--- src/rtl/tick_tx_pkg.sv ---
// Shared types and helpers for the tick-paced serial transmitter.
// Optional parity build is selected with TICK_TX_PARITY_EN.
package tick_tx_pkg;

    typedef enum logic [2:0] {
        IDLE,
        ALIGN,
        START,
        DATA,
        PARITY,
        STOP
    } tx_state_t;

    localparam logic LINE_IDLE = 1'b1;

    // Tick intervals from the align tick to the tick that ends the last stop bit.
    function automatic int unsigned frame_ticks(input int unsigned data_w,
                                                input int unsigned stop_bits,
                                                input bit          parity_en);
        return 1 + data_w + (parity_en ? 1 : 0) + stop_bits;
    endfunction

endpackage

--- src/rtl/tick_serial_tx.sv ---
// Serial frame transmitter paced by an upstream bit-period tick: start, LSB-first data,
// optional even parity (TICK_TX_PARITY_EN), then STOP_BITS stop periods.
module tick_serial_tx
    import tick_tx_pkg::*;
#(
    parameter int unsigned DATA_W    = 8,
    parameter int unsigned STOP_BITS = 1
) (
    input  logic              clk,
    input  logic              reset_n,
    input  logic              tick,
    input  logic              in_valid,
    output logic              in_ready,
    input  logic [DATA_W-1:0] in_data,
    output logic              tx,
    output logic              busy,
    output logic              done
);

    localparam int unsigned      CNT_W     = $clog2(DATA_W);
    localparam logic [CNT_W-1:0] LAST_BIT  = CNT_W'(DATA_W - 1);
    localparam logic             STOP_LAST = 1'(STOP_BITS - 1);

    tx_state_t         state_q, state_d;
    logic [DATA_W-1:0] shift_q, shift_d;
    logic [CNT_W-1:0]  bit_cnt_q, bit_cnt_d;
    logic              stop_cnt_q, stop_cnt_d;
    logic              tx_q, tx_d;
    logic              done_q, done_d;
    logic              accept;
`ifdef TICK_TX_PARITY_EN
    logic              parity_q, parity_d;
`endif

    assign in_ready = (state_q == IDLE);
    assign busy     = ~in_ready;
    assign accept   = in_valid & in_ready;
    assign tx       = tx_q;
    assign done     = done_q;

    always_comb begin
        state_d    = state_q;
        shift_d    = shift_q;
        bit_cnt_d  = bit_cnt_q;
        stop_cnt_d = stop_cnt_q;
        tx_d       = tx_q;
        done_d     = 1'b0;
`ifdef TICK_TX_PARITY_EN
        parity_d   = parity_q;
`endif
        case (state_q)
            IDLE: begin
                tx_d = LINE_IDLE;
                // Ticks are ignored here, including one coincident with the accept.
                if (accept) begin
                    shift_d    = in_data;
                    bit_cnt_d  = '0;
                    stop_cnt_d = 1'b0;
                    state_d    = ALIGN;
`ifdef TICK_TX_PARITY_EN
                    parity_d   = ^in_data;
`endif
                end
            end
            ALIGN: begin
                if (tick) begin
                    tx_d    = 1'b0;
                    state_d = START;
                end
            end
            START: begin
                if (tick) begin
                    tx_d      = shift_q[0];
                    bit_cnt_d = '0;
                    state_d   = DATA;
                end
            end
            DATA: begin
                if (tick) begin
                    if (bit_cnt_q == LAST_BIT) begin
`ifdef TICK_TX_PARITY_EN
                        tx_d    = parity_q;
                        state_d = PARITY;
`else
                        tx_d    = LINE_IDLE;
                        state_d = STOP;
`endif
                    end else begin
                        shift_d   = shift_q >> 1;
                        tx_d      = shift_q[1];
                        bit_cnt_d = bit_cnt_q + CNT_W'(1);
                    end
                end
            end
`ifdef TICK_TX_PARITY_EN
            PARITY: begin
                if (tick) begin
                    tx_d    = LINE_IDLE;
                    state_d = STOP;
                end
            end
`endif
            STOP: begin
                if (tick) begin
                    if (stop_cnt_q == STOP_LAST) begin
                        stop_cnt_d = 1'b0;
                        done_d     = 1'b1;
                        state_d    = IDLE;
                    end else begin
                        stop_cnt_d = stop_cnt_q + 1'b1;
                    end
                end
            end
            default: begin
                tx_d    = LINE_IDLE;
                state_d = IDLE;
            end
        endcase
    end

    always_ff @(posedge clk) begin
        if (!reset_n) begin
            state_q    <= IDLE;
            shift_q    <= '0;
            bit_cnt_q  <= '0;
            stop_cnt_q <= 1'b0;
            tx_q       <= LINE_IDLE;
            done_q     <= 1'b0;
        end else begin
            state_q    <= state_d;
            shift_q    <= shift_d;
            bit_cnt_q  <= bit_cnt_d;
            stop_cnt_q <= stop_cnt_d;
            tx_q       <= tx_d;
            done_q     <= done_d;
        end
    end

`ifdef TICK_TX_PARITY_EN
    always_ff @(posedge clk) begin
        if (!reset_n) begin
            parity_q <= 1'b0;
        end else begin
            parity_q <= parity_d;
        end
    end
`endif

endmodule
--- config.mk ---
export PLATFORM = sky130hd
export DESIGN_NAME = tick_serial_tx
export DESIGN_NICKNAME = d
export VERILOG_FILES = /design/src/rtl/tick_tx_pkg.sv /design/src/rtl/tick_serial_tx.sv
export SDC_FILE = /design/constraint.sdc
export NUM_CORES = 1
export LEC_CHECK = 0
export CELL_PAD_IN_SITES_DETAIL_PLACEMENT = 0
export CELL_PAD_IN_SITES_GLOBAL_PLACEMENT = 2
export CORE_MARGIN = 8
export CORE_UTILIZATION = 31
export DETAILED_ROUTE_END_ITERATION = 16
export GPL_ROUTABILITY_DRIVEN = 0
export PLACE_DENSITY_LB_ADDON = 0.15
export SLEW_MARGIN = 30
export SYNTH_ARGS = -nofsm -noshare
export SYNTH_HDL_FRONTEND = slang
export SYNTH_SLANG_ARGS = --single-unit
--- constraint.sdc ---
create_clock -name clk -period 1.8 [get_ports clk]
set_clock_uncertainty 0.05 [all_clocks]
set_input_delay 0.18 -clock clk [delete_from_list [all_inputs] [get_ports clk]]
set_output_delay 0.18 -clock clk [all_outputs]
set_load 0.005 [all_outputs]
== Yosys cells after proc, flatten, opt, wreduce, memory -nomap -nowiden ==
Index checks and enable logic that the tools add are counted.
Widths: inputs -> output; s select.

* $add $sub $neg: 2
* Multiply operators: 0
* Divide/modulo/power cells: 0
* $lt $le $gt $ge: 0
* Eq/ne operators: 13
* Shifts and indexed selects: 0
* Muxes and demuxes: 27
* Bitwise gates (word level): 3
* Reduce and logical (&&, ||, !) cells: 10

{| class="wikitable"
|+ Operators with widths
! cell !! count
|-
| $mux 3 || 11
|-
| $mux 8 || 3
|-
| $pmux 8 s2 || 1
|-
| $pmux 3 s5 || 1
|-
| $ne 2x2->1 const B || 7
|-
| $pmux 3 s3 || 1
|-
| $mux 1 || 8
|-
| $reduce_and 4->1 || 2
|-
| $reduce_and 7->1 || 1
|-
| $eq 3x2->1 const B || 2
|-
| $eq 3x3->1 const B || 2
|-
| $reduce_and 3->1 || 2
|-
| $reduce_and 5->1 || 1
|-
| $pmux 1 s4 || 1
|-
| $reduce_bool 2->1 || 2
|-
| $add 3x1->3 const B || 1
|-
| $eq 3x1->1 const B || 1
|-
| $logic_not 3->1 || 1
|-
| $reduce_bool 3->1 || 1
|-
| $ne 2x1->1 const B || 1
|-
| $not 1->1 || 2
|-
| $pmux 1 s2 || 1
|-
| $add 1x1->1 const B || 1
|-
| $and 1x1->1 || 1
|}

* Flip-flop bits (word level): 17
* Bits in latches: 0
* Bits in writable memories: 0
* ROM bits: 0
* Output and inout bits: 4
* Word-level logic and storage cells: 61
* Memories: 0

== Longest topological paths before layout ==
Gate-level depths: netlist of the first run.

* Word-level depth: 4
* Gate-level depth with buffers: 5
* Mapped depth without buffers: 5

== Worst setup path before layout of the first run ==
OpenSTA, ideal clock, no wires.

* Path type: register to register
* Start: register bit_cnt_q[0]
* End: register shift_q[7]
* Setup time: 72 ps
* Arrival time: 1347 ps
* Required time: 1678 ps
* Setup slack: 331 ps
* Stages on the path, launching flop included: 6
* Path buffers: 0
* Path through: dfxtp_1 ha_1 ha_1 nand4b_2 a21oi_4 mux2i_1

* Word-level cells in the longest chain between the ends: 3

{| class="wikitable"
|+ RTL lines
! item !! line !! RTL
|-
| start, declared || tick_serial_tx.sv:26 || <nowiki>logic [CNT_W-1:0] bit_cnt_q, bit_cnt_d;</nowiki>
|-
| start signal, assigned || tick_serial_tx.sv:132 || <nowiki>bit_cnt_q <= bit_cnt_d;</nowiki>
|-
| $eq 3x3->1 || tick_serial_tx.sv:80 || <nowiki>if (bit_cnt_q == LAST_BIT) begin</nowiki>
|-
| $ne 2x2->1 (no source line) || n/a ||
|-
| $reduce_and 4->1 (no source line) || n/a ||
|-
| end signal, assigned || tick_serial_tx.sv:131 || <nowiki>shift_q <= shift_d;</nowiki>
|-
| end, declared || tick_serial_tx.sv:25 || <nowiki>logic [DATA_W-1:0] shift_q, shift_d;</nowiki>
|}

No other way between the ends.
A chain may end at the register's enable or synchronous reset.

== Worst setup path in the final report of the first run ==
* Start: register state_q[1]
* End: output port in_ready

* Word-level cells in the longest chain between the ends: 1

{| class="wikitable"
|+ RTL lines
! item !! line !! RTL
|-
| start, declared || tick_serial_tx.sv:24 || <nowiki>tx_state_t state_q, state_d;</nowiki>
|-
| start signal, assigned || tick_serial_tx.sv:130 || <nowiki>state_q <= state_d;</nowiki>
|-
| $logic_not 3->1 || tick_serial_tx.sv:35 || <nowiki>assign in_ready = (state_q == IDLE);</nowiki>
|-
| end, declared || tick_serial_tx.sv:13 || <nowiki>output logic in_ready,</nowiki>
|}

No other way between the ends.

==> key figures, run 1 <==
Logic synthesis
  – Synth top area cells: dfxtp_1 34%, nand2_1 8.9%, a311oi_1 6.6%
  – Yosys cell types: 35
  – Dominant cell type by area after synthesis: dfxtp_1
  – Syn nets: 119
  – Average instance area after synthesis: 8.88 µm²
  – Gate Count Post-Synth: 105
  – Sequential share of the synthesized area: 0.344
  – Area fraction of the dominant cell type after synthesis: 0.344
  – FF+latch count, synth: 16
  – Yosys synthesis warning count: 0
  – Post-Syn Area: 932 µm²

Clock tree
  – CTS tree: yes
  – Clk Tree Root Cell: clkbuf_4
  – Max clock buf depth: 2
  – Clock Latency Late Sink: 280 ps
  – Worst-path clk slew: 90 ps
  – Hold Buf Count CTS: 0
  – TritonCTS buffer count: 3
  – H-tree levels: 1
  – Clock net sink count: 16

Setup path
  – CP Data Arrival Time: 1450 ps
  – Family with the most delay on the worst path: buffers and inverters
  – CP max stage delay: 490 ps
  – Bufs and invs on worst path: 2
  – Crit Path Max Fanout: 11
  – Crit Path Class: reg2out
  – WP data required: 1570 ps
  – CP Cell Sequence: nor2_2, nand2_1, inv_1, clkdlybuf4s50_1
  – Critical Path Start Type: flop
  – CP Capture Type: output pin
  – CP max stage cell: clkdlybuf4s50_1

Power and ir drop
  – Cell-internal power: roughly 0.56 mW
  – Clock power share: 0.242
  – Sw frac: 0.274
  – Max VDD drop: 0.303 mV
  – NetSw: 0.213 mW
  – Sequential Power Share: 0.521
  – Pwr dens: 665 mW/mm²
  – Leakage: just under 0.5 nW
  – Gate power share: 0.237

STA
  – Final Hold Fails: 0
  – Final setup margin: 121 ps
  – Setup violators final: 0
  – Setup_tns: 0 ps
  – Min Tclk post-route: 1680 ps
  – Rel. slew slack: 0.691
  – Slew @ Worst Pin: 462 ps
  – Period utilisation layout: 0.933
  – Max Slew Vio Count: 0
  – RSZ-0062 raised after global routing: no
  – Fmax: 596 MHz

Die
  – Initial core utilization: 0.316
  – Die area: 0.00502 mm²
  – Site Rows: 20
  – Boundary pin count: 16
  – Die width: about 71 µm
  – DIE HEIGHT: a little over 70 µm
  – Core footprint: just under 0.003 mm²

Placed design
  – Hpwl dp: 1710 µm
  – I/O Buffers: 15
  – DP Worst Slack: approximately 120 ps

GRT
  – Remaining global-route overflow: 0
  – First-pass GRT wire length: 3750 µm
  – Initial antenna violation count: 0
  – Largest net degree at the start of global routing: 12
  – Vias in the first global route: 785
  – Global Route Usage Sum: 0.0927

Finish
  – Share of cells above drive strength 1: 0.169
  – Fin nets: 140
  – Most common cell after layout, fill and taps aside: nand2_1
  – Antenna fix cells: 0
  – Commonest non-fill, non-tap cells in the layout: 22 x nand2_1, 15 x clkdlybuf4s50_1, 14 x dfxtp_1
  – Area growth, synth to finish: 25.2%

Job
  – Max cap viols: 0

Route
  – Drt wl/cell: 14.3 µm
  – Via-per-instance ratio: 5.25
  – Vias: 825
  – DR iter-0 viols: 48
  – Post-Route WL: roughly 2300 µm
  – DRT Pass-1 Iters: 4
  – # DRC: 0
  – Detail Route Antenna Nets: 0

Outcome
  – Status: finished clean

Min path
  – Hold WC Path Type: in2reg
[metal layers]
metal | track usage | vias up | routed length (µm)
li1 | - | 425 | -
met1 | 0.118 | 386 | 1140
met2 | 0.139 | 12 | 971
met3 | 0.0367 | 2 | 115
met4 | 0.0277 | 0 | 23
met5 | 0 | - | 0
[area by class of cell]
class | count | area, µm²
multi-input combinational | 74 | 533
inverter | 6 | 22.5
timing repair buffer | 25 | 225
tap | 33 | 41.3
clock buffer | 3 | 22.5
fill | 310 | 1790
sequential | 16 | 323
[power groups by stage]
| stage | Sequential (mW) | Clock [mW] | Combinational [mW] |
|---|---|---|---|
| after floorplan | 0.400 | 0 | 0.124 |
| after global placement | 0.411 | 0 | 0.185 |
| after detailed placement | 0.412 | 0 | 0.186 |
| after CTS | 0.404 | 0.200 | 0.186 |
| after global routing | 0.409 | 0.210 | 0.204 |
| final | 0.405 | 0.188 | 0.184 |
[worst reg2reg max path: cells and delay by family (launching register included)]
family	cells	cell delay (ps)
AOI/OAI and AO/OA	1	290
adders and majority gates	2	440
and+or+nand+nor	1	250
DFF	1	330
muxes	1	210
[cell families (layout without fill, tap and decap cells)]
| logic type | after synthesis | after routing | share of synthesized area |
|---|---|---|---|
| simple gates | 42 | 42 | 0.272 |
| compound gates | 25 | 25 | 0.216 |
| flops | 16 | 16 | 0.344 |
| buf+inv | 15 | 34 | 0.0872 |
| mux | 5 | 5 | 0.0537 |
| fa+ha+maj | 2 | 2 | 0.0268 |
[stage by stage]
step	hold WS (ps)	instance area (µm²)	utilization	power, mW	std cells
after floorplan	297	932	-	0.524	105
after global routing	417	1170	0.395	0.823	157
after global placement	393	1140	0.386	0.596	154
final	408	1170	0.395	0.776	157
after detailed placement	409	1140	0.386	0.597	154
after CTS	401	1160	0.394	0.789	157
[cell usage after synthesis]
cell,number
nor4b_4,1
a311oi_1,7
nand3_1,3
buf_2,4
a21o_1,1
and3_1,1
nor2_1,1
buf_6,2
nand2b_1,2
and3b_1,1
and4b_1,1
o32ai_1,1
a21oi_4,1
nand3b_1,1
inv_1,6
o32a_1,2
nor3b_1,1
nand3b_4,1
or3_1,1
nor4_1,2
nand4b_2,1
nor3_1,1
mux2i_1,5
a21oi_1,3
clkbuf_2,1
a211oi_1,7
o211ai_1,2
dfxtp_1,16
or3b_4,1
ha_1,2
o21ai_0,1
clkbuf_1,1
nand2_1,22
or2_1,1
buf_4,1
[registers in the layout (all words and copies together) (netlist names)]
register and count:
tx 1, shift_q 8, bit_cnt_q 3, done 1, state_q 3
[what timing repair did]
item	CTS	global route
pin swaps	0	0
gates resized for setup	1	2
setup endpoints to repair	2	2
buffers inserted	0	0
[final timing paths]
check	depth (start not counted)	slack [ps]	endpoint	from
worst max-delay path	4	120	in_ready	state_q[1]
worst min-delay path	3	410	shift_q[6]	in_data[6]
worst max register to register	5	170	shift_q[7]	bit_cnt_q[0]
worst min register to register	2	420	shift_q[7]	shift_q[7]
Note: power is estimated with default switching activity, not from simulation.
==> run 2: changes to the inputs <==
--- a/config.mk
+++ b/config.mk
@@ -12,7 +12,6 @@
 export DETAILED_ROUTE_END_ITERATION = 16
 export GPL_ROUTABILITY_DRIVEN = 0
 export PLACE_DENSITY_LB_ADDON = 0.15
-export SLEW_MARGIN = 30
 export SYNTH_ARGS = -nofsm -noshare
 export SYNTH_HDL_FRONTEND = slang
 export SYNTH_SLANG_ARGS = --single-unit
==> results of run 2 <==
Same layout as run 1: the final DEF is identical, and so are final timing and power.
==> run 3: changes to the inputs <==
--- a/config.mk
+++ b/config.mk
@@ -8,7 +8,7 @@
 export CELL_PAD_IN_SITES_DETAIL_PLACEMENT = 0
 export CELL_PAD_IN_SITES_GLOBAL_PLACEMENT = 2
 export CORE_MARGIN = 8
-export CORE_UTILIZATION = 31
+export CORE_UTILIZATION = 33
 export DETAILED_ROUTE_END_ITERATION = 16
 export GPL_ROUTABILITY_DRIVEN = 0
 export PLACE_DENSITY_LB_ADDON = 0.15
==> constraint.sdc (replaced) <==
create_clock -name clk -period 2 [get_ports clk]
set_clock_uncertainty 0.05 [all_clocks]
set_input_delay 0.2 -clock clk [delete_from_list [all_inputs] [get_ports clk]]
set_output_delay 0.2 -clock clk [all_outputs]
set_load 0.01 [all_outputs]
==> key figures, run 3 (same netlist as run 1, synthesis figures left out) <==
Finish
  – Sequential Area: 320 µm²
  – Most common cell after layout, fill and taps aside: nand2_1
  – FILL cells: 286
  – Final Core Density: 0.414
  – Max reg flops: 8
  – Fin nets: about 140
  – Area growth, synth to finish: 20.4%
  – Largest Register: shift_q
  – Footprint of the multi-input gates: ~530 µm²
  – Share of cells above drive strength 1: 0.109
  – Commonest non-fill, non-tap cells in the layout: 22 x nand2_1, 16 x dfxtp_1, 15 x clkdlybuf4s50_1
  – Biggest regs: shift_q x8, bit_cnt_q x3, state_q x3
  – Antenna fix cells: 0

STA
  – Final Hold Fails: 0
  – Rel. slew slack: 0.708
  – Fmax: 530 MHz
  – Slew @ Worst Pin: 437 ps
  – Setup violators final: 0
  – Period utilisation layout: 0.943
  – Setup_tns: 0 ps
  – Max Slew Vio Count: 0
  – Min Tclk post-route: 1890 ps
  – RSZ-0062 raised after global routing: no

Route
  – DR iter-0 viols: 38
  – DRT Pass-1 Iters: 4
  – Vias: around 810
  – Post-Route WL: 2210 µm
  – Via-per-instance ratio: 5.42
  – # DRC: 0
  – Detail Route Antenna Nets: 0
  – Drt wl/cell: 14.7 µm

GRT
  – Largest net degree at the start of global routing: 13
  – Remaining global-route overflow: 0
  – First-pass GRT wire length: 3880 µm
  – Vias in the first global route: a little under 800
  – Global Route Usage Sum: 0.0943
  – Initial antenna violation count: 0

Clock tree
  – Postcts setup bufs: 0
  – TritonCTS buffer count: 3
  – CTS tree: yes
  – Clk Tree Root Cell: clkbuf_4
  – H-tree levels: 1
  – Max clock buf depth: 2
  – Hold Buf Count CTS: 0
  – Clock net sink count: 16
  – Clock Latency Late Sink: between 200 and 300 ps
  – Post-CTS sizing: 0
  – Worst-path clk slew: approximately 100 ps

Setup path
  – Critical Path Start Type: flop
  – CP Data Arrival Time: between 1500 and 2000 ps
  – CP Capture Type: output pin
  – WP data required: roughly 1800 ps
  – Crit Path Max Fanout: 9
  – Crit Path Class: reg2out

Min path
  – Hold WC Path Type: reg2reg

Power and ir drop
  – Clock power share: 0.251
  – Max VDD drop: 0.266 mV
  – NetSw: 0.201 mW
  – Cell-internal power: 0.499 mW
  – Gate power share: 0.232
  – Pwr dens: slightly above 600 mW/mm²
  – Leakage: 0.468 nW
  – Sw frac: 0.287
  – Sequential Power Share: 0.517

Outcome
  – Status: finished clean

Die
  – Die width: 69.1 µm
  – Site Rows: 19
  – Boundary pin count: 16
  – Core footprint: around 0.0027 mm²
  – Die area: 0.00478 mm²
  – Initial core utilization: 0.344
  – DIE HEIGHT: 69.1 µm

Job
  – Max cap viols: 0

Placed design
  – Hpwl dp: between 1500 and 2000 µm
  – I/O Buffers: 15
## run 3: layout make-up
type	instances	area share
tap	31	0.0346
multi-input combinational	74	0.473
clock buffer	3	0.0201
inverter	6	0.0201
timing repair buffer	20	0.167
sequential	16	0.285
## run 3: final timing paths
path / start / endpoint / slack (ps) / cells after the start
max: state_q[0] / busy / 110 / 3
min: shift_q[7] / shift_q[7] / 410 / 2
max reg2reg: state_q[1] / shift_q[2] / 310 / 4
min reg2reg: shift_q[7] / shift_q[7] / 410 / 2
## run 3: power by group through the flow
stage,registers (mW),clock network (mW),logic (mW)
2_1_floorplan,0.361,0,0.114
3_3_place_gp,0.369,0,0.163
3_5_place_dp,0.369,0,0.164
4_1_cts,0.362,0.180,0.164
5_1_grt,0.365,0.192,0.179
6_report,0.362,0.175,0.162
## run 3: layer usage
layer / GRT usage / vias to the layer above / part of all wire
met5: 0 / - / 0
met4: 0.0342 / 0 / 0.0072
met3: 0.0172 / 2 / 0.033
met2: 0.133 / 16 / 0.45
met1: 0.136 / 375 / 0.51
li1: - / 420 / -
## run 3: worst max-delay path, stage by stage (launching register included)
cell	delay [ps]
dfxtp_1	560
nor2_1	140
nand2_1	110
clkdlybuf4s50_1	540
## run 3: stage by stage
stage	setup WS, ps	power (mW)	std cells	hold slack, ps	cell area, µm²
CTS	101	0.706	150	416	1120
finish	114	0.700	150	411	1120
detailed placement	271	0.533	147	402	1100
floorplan	531	0.475	105	317	932
global placement	304	0.532	147	397	1100
global route	22.7	0.737	150	448	1120
